## src/rtl/tick_timer_if.sv

```systemverilog
// tick_timer_if: control, period-load and status signals between a controller and tick_timer
interface tick_timer_if #(parameter int CNT_W = 16);
  logic cntr_reset, enable, oneshot, period_load, period_ack, tick;
  logic [CNT_W-1:0] period_in, count;
  logic [1:0] state;
  modport master (output cntr_reset, enable, oneshot, period_in, period_load,
                  input period_ack, tick, count, state);
  modport slave (input cntr_reset, enable, oneshot, period_in, period_load,
                 output period_ack, tick, count, state);
endinterface

```

## src/rtl/tick_timer.sv

```systemverilog
// tick_timer: prescaled strobe counter emitting periodic or one-shot ticks with a shadowed period
module tick_timer #(
  parameter int PRESCALE       = 4,
  parameter int CNT_W          = 16,
  parameter int DEFAULT_PERIOD = 3
) (
  input logic         clk,
  input logic         res,
  tick_timer_if.slave bus
);
  localparam int PW = PRESCALE > 1 ? $clog2(PRESCALE) : 1;
  typedef enum logic [1:0] {IDLE = 2'b00, RUN = 2'b01, DONE = 2'b10} state_e;
  state_e state_q, state_d;
  logic [PW-1:0] pre_q, pre_d;
  logic [CNT_W-1:0] cnt_q, cnt_d, per_q, per_d, sh_q, sh_d, ld_val;
  logic sh_v_q, sh_v_d, tick_q, tick_d, ack_q;
  logic cnt_en, strobe, wrap, commit;
  assign ld_val = (bus.period_in == '0) ? CNT_W'(1) : bus.period_in;
  always_comb begin
    cnt_en  = state_q == RUN && bus.enable;
    strobe  = cnt_en && pre_q == PW'(PRESCALE - 1);
    wrap    = strobe && cnt_q == per_q - CNT_W'(1);
    sh_d    = bus.period_load ? ld_val : sh_q;
    // a load arriving with the commit event is taken immediately rather than left pending
    commit  = (bus.period_load || sh_v_q) && (bus.cntr_reset || wrap);
    sh_v_d  = (bus.period_load || sh_v_q) && !commit;
    per_d   = commit ? sh_d : per_q;
    pre_d   = (bus.cntr_reset || strobe) ? '0 : cnt_en ? pre_q + PW'(1) : pre_q;
    cnt_d   = (bus.cntr_reset || wrap) ? '0 : strobe ? cnt_q + CNT_W'(1) : cnt_q;
    tick_d  = wrap && !bus.cntr_reset;
    state_d = bus.cntr_reset ? IDLE :
              (state_q == IDLE && bus.enable) ? RUN :
              (state_q == RUN && wrap && bus.oneshot) ? DONE : state_q;
  end
  always_ff @(posedge clk) begin
    if (!res) begin
      state_q <= IDLE;
      pre_q   <= '0;
      cnt_q   <= '0;
      per_q   <= CNT_W'(DEFAULT_PERIOD);
      sh_q    <= '0;
      sh_v_q  <= 1'b0;
      tick_q  <= 1'b0;
      ack_q   <= 1'b0;
    end else begin
      state_q <= state_d;
      pre_q   <= pre_d;
      cnt_q   <= cnt_d;
      per_q   <= per_d;
      sh_q    <= sh_d;
      sh_v_q  <= sh_v_d;
      tick_q  <= tick_d;
      ack_q   <= bus.period_load;
    end
  end
  assign bus.tick       = tick_q;
  assign bus.period_ack = ack_q;
  assign bus.count      = cnt_q;
  assign bus.state      = state_q;
endmodule

```

## src/flat_wrapper.sv

```systemverilog
// flat-port wrapper written by rule: the top's interface ports become plain ports
module tick_timer_flat 
#(
  parameter int PRESCALE       = 4,
  parameter int CNT_W          = 16,
  parameter int DEFAULT_PERIOD = 3
)
  (clk, res, bus_cntr_reset, bus_enable, bus_oneshot, bus_period_in, bus_period_load, bus_period_ack, bus_tick, bus_count, bus_state);
  tick_timer_if #(.CNT_W(CNT_W)) bus_i ();
  input logic clk;
  input logic res;
  input wire logic [$bits(bus_i.cntr_reset)-1:0] bus_cntr_reset;
  input wire logic [$bits(bus_i.enable)-1:0] bus_enable;
  input wire logic [$bits(bus_i.oneshot)-1:0] bus_oneshot;
  input wire logic [$bits(bus_i.period_in)-1:0] bus_period_in;
  input wire logic [$bits(bus_i.period_load)-1:0] bus_period_load;
  output wire logic [$bits(bus_i.period_ack)-1:0] bus_period_ack;
  output wire logic [$bits(bus_i.tick)-1:0] bus_tick;
  output wire logic [$bits(bus_i.count)-1:0] bus_count;
  output wire logic [$bits(bus_i.state)-1:0] bus_state;
  assign bus_i.cntr_reset = bus_cntr_reset;
  assign bus_i.enable = bus_enable;
  assign bus_i.oneshot = bus_oneshot;
  assign bus_i.period_in = bus_period_in;
  assign bus_i.period_load = bus_period_load;
  assign bus_period_ack = bus_i.period_ack;
  assign bus_tick = bus_i.tick;
  assign bus_count = bus_i.count;
  assign bus_state = bus_i.state;
  tick_timer #(.PRESCALE(PRESCALE), .CNT_W(CNT_W), .DEFAULT_PERIOD(DEFAULT_PERIOD)) u_core (.clk(clk), .res(res), .bus(bus_i));
endmodule
```

## config.mk

```make
export PLATFORM = sky130hd
export DESIGN_NAME = tick_timer_flat
export DESIGN_NICKNAME = d
export VERILOG_FILES = /design/src/rtl/tick_timer_if.sv /design/src/rtl/tick_timer.sv /design/src/flat_wrapper.sv
export SDC_FILE = /design/constraint.sdc
export NUM_CORES = 1
export LEC_CHECK = 0
export ABC_AREA = 1
export CAP_MARGIN = 20
export CELL_PAD_IN_SITES_DETAIL_PLACEMENT = 0
export CELL_PAD_IN_SITES_GLOBAL_PLACEMENT = 1
export CORE_AREA = 2 2 105 107
export CTS_CLUSTER_DIAMETER = 120
export DETAILED_ROUTE_END_ITERATION = 16
export DIE_AREA = 0 0 107 109
export GPL_TIMING_DRIVEN = 0
export PLACE_DENSITY_LB_ADDON = 0.1
export SKIP_LAST_GASP = 1
export SLEW_MARGIN = 20
export SYNTH_ARGS = -nofsm -noshare
export SYNTH_HDL_FRONTEND = slang
export SYNTH_SLANG_ARGS = --single-unit
```

## constraint.sdc

```tcl
create_clock -name clk -period 6 [get_ports clk]
set_input_delay 0.9 -clock clk [delete_from_list [all_inputs] [get_ports clk]]
set_output_delay 0.9 -clock clk [all_outputs]
set_load 0.02 [all_outputs]
```

==> results.cfg <==
[layout]
fin_area_um2 = 3760
diodes = 0
area_growth_pct = 21.5
final_cell_mix = nand2_1, nor2_1, dfxtp_1
fin_nets = 502
final_util_pct = 35.5
final_cell_count_no_fill = 618
num-fill-cells = 1195
final_common_cell = nand2_1
drive_gt1_share_pct = 9.62

[min_path]
hp-class = reg2reg

[logic_synthesis]
ys.flop_type = dfxtp_1
synth_area_leaders = dfxtp_1, nand2_1, nor2_1
synth_nets = 455
ys_warn_count = 0
synth_seq_cells = 55
yosysTopAreaCell = dfxtp_1
synth_cell_type_count = 43
syn_area_um2 = 3100
synthCells = 430
synth.yosys.seq_area_share_pct = 35.5
synth.top_cell.area_share_pct = 35.5
avgSynthCellArea_um2 = 7.20
synth_edf_count = 0
synthArstFlopShare_pct = 0

[timing]
slew_violations = 0
min_period_ps = 2820
rsz0062_at_grt = no
setup_tns_ps = 0
relSlewSlack_pct = 52.0
setup_viol = 0
fmax_ghz = 0.354
hold_viol = 0
worst_slew_pin_slew_ps = 720
fin_skew_ps = 13.5
fin_crit_sh_pct = 47.0

[placed_design]
placed_cell_area_um2 = 3670
hpwl_um = 6500
dpl.cell_count = 610
place.port_buffers = 40
gp_congestion = 0.828

[clock_network]
cts_setup_buffers = 0
clock_sinks = 55
cts_buffer_depth = 2
hold_buffers = 0
clk_latency_ps = 320
cts_root_buf = clkbuf_8
cts_made_buffers = 5
cts_tree = built
h-tree-depth = 2
cts.clk_slew.worst_paths_ps = 110
cts_resized = 0

[floorplan]
io-pin-count = 42
rows = 38
start_util_pct = 29.2
core-area_um2 = 10600
dieArea_um2 = 11700
die_x_um = 107
die_h_um = 109

[setup_path]
end_kind = flop
path_class = in2reg
start_kind = input port
crit_fanout = 10
arrival_ps = 3040
required_ps = 6220

[run_status]
status = completed

[power]
vdd_drop_max_mv = 0.0995
p_leak_nw = 1.56
power_density_nw_per_um2 = 200

[routing]
drc = 0
drt_wl_total_um = 8020
drtIter0Drc = 66
ant_nets = 0
routed-via-count = 2759
drt_pre_antenna_iters = 4
via_per_inst = 4.46
post_drt_wl_per_cell_um = 13.0

[global_route]
grt_usage_pct = 15.0
grt_pass1_vias = 2741
antenna_found_initial = 0
gr-total-overflow = 0
grt_max_degree = 19
grt_pass1_wl_um = 13700

[run]
cap_violations = 0
-- final timing paths --
check,start,to,cells past startpoint,slack [ps]
setup / recovery,bus_enable,u_core.bus.count[15],11,3180
hold / removal,u_core.sh_v_q,u_core.sh_v_q,2,470
setup reg to reg,u_core.per_q[0],u_core.bus.count[15],12,3660
hold reg to reg,u_core.sh_v_q,u_core.sh_v_q,2,470
-- flip-flops by register name (all words and copies together), names as in the netlist --
name / cells
u_core.sh_v_q: 1
u_core.bus.period_ack: 1
u_core.bus.tick: 1
u_core.per_q: 16
u_core.bus.state: 2
u_core.bus.count: 16
u_core.sh_q: 16
u_core.pre_q: 2
-- synth_stat cells, types with 2 or more instances --
master	instances
xor2_1	15
a21oi_1	18
nand3_2	3
nor3_1	5
dfxtp_1	55
ha_1	3
a21oi_2	4
nor2_4	4
nand4_1	9
nor3b_1	2
clkinv_1	2
xnor2_1	6
nand2_1	88
mux2i_1	12
inv_2	2
nor2_1	69
o21ai_0	5
o21ai_1	2
nor2_2	8
nand3_1	37
buf_1	2
nand3b_1	2
buf_12	2
nor4_1	7
inv_1	43
nand2_2	6
clkbuf_1	3
-- logic make-up after synthesis --
| family | Yosys count | synth area share (%) |
|---|---|---|
| AO/OA/AOI/OAI | 35 | 6.66 |
| XOR/XNOR | 22 | 6.70 |
| adder cells (fa/ha/maj) | 3 | 1.21 |
| buffers and inverters | 57 | 8.24 |
| flip-flops | 55 | 35.5 |
| multiplexers | 12 | 3.88 |
| AND/OR/NAND/NOR | 246 | 37.8 |
-- power by group --
| part | switching [mW] | internal [mW] |
|---|---|---|
| Combinational | 0.0839 | 0.0572 |
| Clock | 0.133 | 0.0842 |
| Sequential | 0.0137 | 0.380 |
-- area by class of cell --
cell class	instances	area, um^2	share of cell area [%]
buffer	10	78.8	2.09
clock buffer	5	68.8	1.83
clock inverter	3	22.5	0.598
inverter	47	176	4.69
multi-input combinational	318	1740	46.3
sequential	55	1100	29.2
tap	140	175	4.65
timing repair buffer	40	400	10.6
-- metrics by stage --
step           power [mW]  setup slack, ps  hold slack (ps)
2_1_floorplan       0.500             3830              429
3_3_place_gp        0.544             2830              446
3_5_place_dp        0.546             2790              450
4_1_cts             0.769             3130              469
5_1_grt             0.806             3020              501
6_report            0.753             3180              471
-- per-layer routing --
metal | global-route usage, % | vias to the layer above | wire length (um)
met5 | 0 | - | 0
met4 | 4.17 | 0 | 116
met3 | 2.39 | 8 | 228
met2 | 25.5 | 42 | 3670
met1 | 19.6 | 1226 | 4010
li1 | - | 1483 | -
-- critical path, cell delays in order --
cell and delay (ps):
clkdlybuf4s50_1 540, nand4_2 260, clkinv_1 210, nand2_1 70, nor2_1 110, nand3_1 100
nor2_2 150, nand3_4 130, nand2_2 240, buf_4 240, nor2_1 60
(Power assumes the default switching activity.)
